**src/rtl/iter_divider.sv**
```systemverilog
// Multi-cycle signed restoring divider: one quotient bit per clock, sign fix-up on a final cycle.
// Quotient truncates toward zero; the remainder takes the dividend's sign.
module iter_divider #(
    parameter int WIDTH = 32
) (
    input  logic             clock,
    input  logic             reset,
    input  logic             ctrl_DIV,
    input  logic [WIDTH-1:0] data_operandA,
    input  logic [WIDTH-1:0] data_operandB,
    output logic [WIDTH-1:0] data_result,
    output logic [WIDTH-1:0] data_remainder,
    output logic             data_exception,
    output logic             data_resultRDY,
    output logic             div_busy
);

    // state  | meaning
    // S_IDLE | waiting for ctrl_DIV
    // S_ITER | one restoring step per edge, count 0..WIDTH-1
    // S_FIX  | apply signs, publish outputs, strobe RDY
    typedef enum logic [1:0] {
        S_IDLE = 2'd0,
        S_ITER = 2'd1,
        S_FIX  = 2'd2
    } state_t;

    localparam int            CW   = $clog2(WIDTH);
    localparam logic [CW-1:0] LAST = CW'(WIDTH - 1);

    state_t           state_q, state_d;
    logic [CW-1:0]    count_q, count_d;
    logic [WIDTH-1:0] quot_q, quot_d;
    logic [WIDTH-1:0] rem_q, rem_d;
    logic [WIDTH-1:0] dvsr_q, dvsr_d;
    logic             neg_quot_q, neg_quot_d;
    logic             neg_rem_q, neg_rem_d;
    logic             div0_q, div0_d;
    logic [WIDTH-1:0] result_q, result_d;
    logic [WIDTH-1:0] remainder_q, remainder_d;
    logic             exc_q, exc_d;
    logic             rdy_q, rdy_d;

    logic [WIDTH-1:0] a_abs, b_abs;
    logic [WIDTH:0]   rem_sh, trial;
    logic [WIDTH-1:0] quot_sh, quot_fix, rem_fix;

    // -2^(W-1) negates to itself, which read unsigned is the correct magnitude
    assign a_abs = data_operandA[WIDTH-1] ? -data_operandA : data_operandA;
    assign b_abs = data_operandB[WIDTH-1] ? -data_operandB : data_operandB;

    // The partial remainder never reaches the divisor, so its top bit is always 0 and is not stored
    assign rem_sh  = {rem_q, quot_q[WIDTH-1]};
    assign quot_sh = {quot_q[WIDTH-2:0], 1'b0};
    assign trial   = rem_sh - {1'b0, dvsr_q};

    assign quot_fix = neg_quot_q ? -quot_q : quot_q;
    assign rem_fix  = neg_rem_q  ? -rem_q  : rem_q;

    always_comb begin
        state_d     = state_q;
        count_d     = count_q;
        quot_d      = quot_q;
        rem_d       = rem_q;
        dvsr_d      = dvsr_q;
        neg_quot_d  = neg_quot_q;
        neg_rem_d   = neg_rem_q;
        div0_d      = div0_q;
        result_d    = result_q;
        remainder_d = remainder_q;
        exc_d       = exc_q;
        rdy_d       = 1'b0;

        if (ctrl_DIV) begin
            // A start in any state abandons whatever is in flight
            state_d    = S_ITER;
            count_d    = '0;
            quot_d     = a_abs;
            dvsr_d     = b_abs;
            rem_d      = '0;
            neg_quot_d = data_operandA[WIDTH-1] ^ data_operandB[WIDTH-1];
            neg_rem_d  = data_operandA[WIDTH-1];
            div0_d     = (data_operandB == '0);
        end else begin
            unique case (state_q)
                S_ITER: begin
                    if (!trial[WIDTH]) begin
                        rem_d  = trial[WIDTH-1:0];
                        quot_d = quot_sh | {{(WIDTH-1){1'b0}}, 1'b1};
                    end else begin
                        rem_d  = rem_sh[WIDTH-1:0];
                        quot_d = quot_sh;
                    end
                    if (count_q == LAST) begin
                        state_d = S_FIX;
                        count_d = '0;
                    end else begin
                        count_d = count_q + 1'b1;
                    end
                end
                S_FIX: begin
                    state_d = S_IDLE;
                    rdy_d   = 1'b1;
                    exc_d   = div0_q;
                    // With a zero divisor every trial succeeds, leaving |A| in R, so rem_fix is the dividend
                    result_d    = div0_q ? '0 : quot_fix;
                    remainder_d = rem_fix;
                end
                default: state_d = S_IDLE;
            endcase
        end
    end

    always_ff @(posedge clock or posedge reset) begin
        if (reset) begin
            state_q     <= S_IDLE;
            count_q     <= '0;
            quot_q      <= '0;
            rem_q       <= '0;
            dvsr_q      <= '0;
            neg_quot_q  <= 1'b0;
            neg_rem_q   <= 1'b0;
            div0_q      <= 1'b0;
            result_q    <= '0;
            remainder_q <= '0;
            exc_q       <= 1'b0;
            rdy_q       <= 1'b0;
        end else begin
            state_q     <= state_d;
            count_q     <= count_d;
            quot_q      <= quot_d;
            rem_q       <= rem_d;
            dvsr_q      <= dvsr_d;
            neg_quot_q  <= neg_quot_d;
            neg_rem_q   <= neg_rem_d;
            div0_q      <= div0_d;
            result_q    <= result_d;
            remainder_q <= remainder_d;
            exc_q       <= exc_d;
            rdy_q       <= rdy_d;
        end
    end

    assign data_result    = result_q;
    assign data_remainder = remainder_q;
    assign data_exception = exc_q;
    assign data_resultRDY = rdy_q;
    assign div_busy       = (state_q != S_IDLE);

endmodule

```
**config.mk**
```make
export PLATFORM = sky130hd
export DESIGN_NAME = iter_divider
export DESIGN_NICKNAME = d
export VERILOG_FILES = /design/src/rtl/iter_divider.sv
export SDC_FILE = /design/constraint.sdc
export NUM_CORES = 1
export LEC_CHECK = 0
export BUFFER_PORTS_ARGS = -buffer_cell sky130_fd_sc_hd__buf_4
export CAP_MARGIN = 20
export CORE_MARGIN = 4
export CORE_UTILIZATION = 50
export DETAILED_ROUTE_END_ITERATION = 16
export PLACE_DENSITY_LB_ADDON = 0.2
export REMOVE_ABC_BUFFERS = 1
export SLEW_MARGIN = 20
export SYNTH_ARGS = -nofsm -noshare
export SYNTH_HDL_FRONTEND = slang
export SYNTH_SLANG_ARGS = --single-unit
```
**constraint.sdc**
```tcl
create_clock -name clock -period 15.34 [get_ports clock]
set_input_delay 3.068 -clock clock [delete_from_list [all_inputs] [get_ports clock]]
set_output_delay 3.068 -clock clock [all_outputs]
set_load 0.05 [all_outputs]
```
==> run summary <==
Syn Inst Count = 1295
TritonCTS clock tree = built
result of the run = complete, no violations
CTS max path bufs = 2
worst-path maximum fanout = 4
Final Setup Violations = 0
initial antenna violation count = 1
ys async rst share = 100.0%
wirelength, routed = 26240 um
Post-CTS Hold Buffers = 0
CTS root buf = clkbuf_16
largest net degree at the start of global routing = 105
std cell rows = 54
Final HPWL DP = 18850 um
Tot GR Track Use = 21.12%
Starting Density = 51.44%
post-cts resize count = 0
mean post-synth cell area = 8.750 um2
synthesis-stage register bit count = 172
antenna viol nets, final = 0
critical path required time = 15610 ps
drt first pass iters = 5
Hold Vio Cnt, Final = 0
Setup TNS = 0 ps
global-route wire length before repair = 43540 um
DR iter-0 viols = 611
synth warn = 0
WL/cell = 15.66 um
post-CTS setup buffers = 0
sequential area share after synthesis = 37.99%
Yosys cell types = 70
Finished Cell Area = 0.01304 mm2
crit-path cells = buf_4, or4_4, or4_1, or3_1, nand2b_4, nand2b_4, nand2b_4, o21ai_0, xor2_1, a21oi_1
Hold Startpoint = data_remainder[21]
vias in the first global route = 8907
Slew Viols, Final = 0
worst min path class = reg -> reg
DIE WIDTH = 158.5 um
Port Buffers = 133
top_reg_cell synth = dfrtp_1
max-cap violation count = 0
post-synth top area cell = dfrtp_1
power density cells = 130.7 mW/mm2
crit-path max cell delay = 540 ps
Fmax = 186.6 MHz
peak supply drop = 0.00008258 V
WP data arrival = 5630 ps
crit start category = input port
Synth top area share = 37.99%
GPL Wtd Cong = 0.9070
Worst setup EP type = register
worst setup path startpoint = data_operandB[8]
Core Region = 0.02203 mm2
Nets = 1488
RSZ-0062 raised after global routing = no
Layout area overhead = 15.04%
CP most frequent cell = nand2b_4
# DRC = 0
EDFF count, synth = 0
Leak Pwr = 6.248 nW
share of layout cells above drive strength 1 = 14.62%
Area contributors post-synth = dfrtp_1 (38%), xor2_1 (7.6%), o21ai_0 (6.4%)
synth cell count leaders = dfrtp_1 (172), nand2_1 (152), o21ai_0 (145), nor2_1 (98), xor2_1 (98)
Worst-Margin Slew = 1072 ps
Placed Area = 0.01248 mm2
Diodes inserted = 0
worst skew pair latency = 430 ps
clock sink count = 172
Vias/cell = 5.641
Die Y = 158.5 um
number of buffers created by CTS = 17
Crit-path slowest cell = or4_4
Clock Pin Slew Worst Setup and Hold Paths = 70 ps
H-tree depth = 4
total number of vias = 9449
Max Clock Skew = 10.47 ps
cell with the most instances after synthesis = dfrtp_1
area of the mapped netlist = 0.01133 mm2
final worst-path cycle share = 34.94%
max_slew headroom = 28.54%
IO Count = 134
Period minus WS final = 5360 ps
WP buf/inv = 1
Crit path max-delay family = simple AND/OR/NAND/NOR gates
total gr overflow = 0
reg2reg start = rem_q[4]
die area = 0.02513 mm2
critical path class = in -> reg
[area by class of cell]
class	instances	area, um2
Clock buffer	17	425.4
Clock inverter	15	131.4
Fill cell	2035	8991
Inverter	52	200.2
Multi-Input combinational cell	998	6565
Sequential cell	172	4304
Tap cell	280	350.3
Timing Repair Buffer	141	1059
[cells by family after synthesis]
group	share of synthesized area (%)
adders and majority gates	4.373
and+or+nand+nor	16.36
AOI/OAI and AO/OA	20.29
muxes	5.256
DFF	37.99
buffers and inverters	4.306
xor gates and xnor gates	11.43
[tightest hold or removal path, stage by stage (launching register included)]
cell and delay (ps):
dfrtp_1 340, nand2_1 50, o21ai_0 60
[flip-flops by register name (all words and copies together) (netlist names), 2 cells and up]
| register | count |
|---|---|
| count_q | 5 |
| data_remainder | 32 |
| data_result | 32 |
| dvsr_q | 32 |
| quot_q | 32 |
| rem_q | 32 |
| state_q | 2 |
[metal layers]
metal  vias up  wire (um)  track usage [%]
met5         -         13                0
met4         2        552            6.418
met1      4431      11710            27.90
li1       4762          -                -
met3        40       1159            3.398
met2       214      12810            35.77
[layout by cell type, fill, tap and decap left out, types with 4 or more instances in the layout]
| cell | n |
|---|---|
| nor2_1 | 98 |
| a2111oi_0 | 6 |
| nand3b_1 | 4 |
| o21ai_0 | 145 |
| nand2_1 | 151 |
| ha_1 | 38 |
| nand2b_1 | 16 |
| xor2_1 | 98 |
| o21a_1 | 5 |
| or2_2 | 4 |
| o31ai_1 | 32 |
| xnor2_1 | 48 |
| or3_1 | 28 |
| nor4_1 | 10 |
| o41ai_1 | 17 |
| clkinvlp_4 | 4 |
| dfrtp_1 | 172 |
| a211oi_1 | 27 |
| nor3_1 | 10 |
| o21ai_1 | 6 |
| a21oi_1 | 79 |
| nand3_1 | 8 |
| inv_6 | 6 |
| nand2b_4 | 6 |
| or4_1 | 10 |
| clkbuf_16 | 17 |
| o21bai_1 | 11 |
| nand4_1 | 8 |
| and2_1 | 5 |
| nor2b_1 | 5 |
| a21o_1 | 10 |
| mux2_2 | 4 |
| inv_1 | 51 |
| buf_4 | 141 |
| mux2i_1 | 55 |
| and3_1 | 4 |
[stage by stage]
stage	power, W	util, %	hold WS [ps]	instances	setup WS [ps]
after floorplan	0.001125	-	455.9	1222	7612
after global placement	0.001276	56.65	462.8	1643	9568
after detailed placement	0.001291	56.65	471.6	1643	9540
after CTS	0.001711	59.18	486.3	1675	9985
after global routing	0.001825	59.18	501.8	1675	9850
final	0.001704	59.18	478.5	1675	9980
[power breakdown]
part / switching, W / internal [W] / total [W]
Sequential: 0.0000854 / 0.000508 / 0.000593
Combinational: 0.000391 / 0.000308 / 0.000699
Clock: 0.000200 / 0.000213 / 0.000412
[worst paths after layout]
kind / end / slack (ps) / depth (start not counted)
setup / recovery: dvsr_q[30] / 9980 / 10
hold / removal: data_remainder[21] / 480 / 2
setup reg to reg: rem_q[7] / 11370 / 11
hold reg to reg: data_remainder[21] / 480 / 2
max in group asynchronous: data_resultRDY / 11080 / 3
min in group asynchronous: data_result[23] / 2840 / 2
Note: power is estimated with default switching activity, not from simulation.
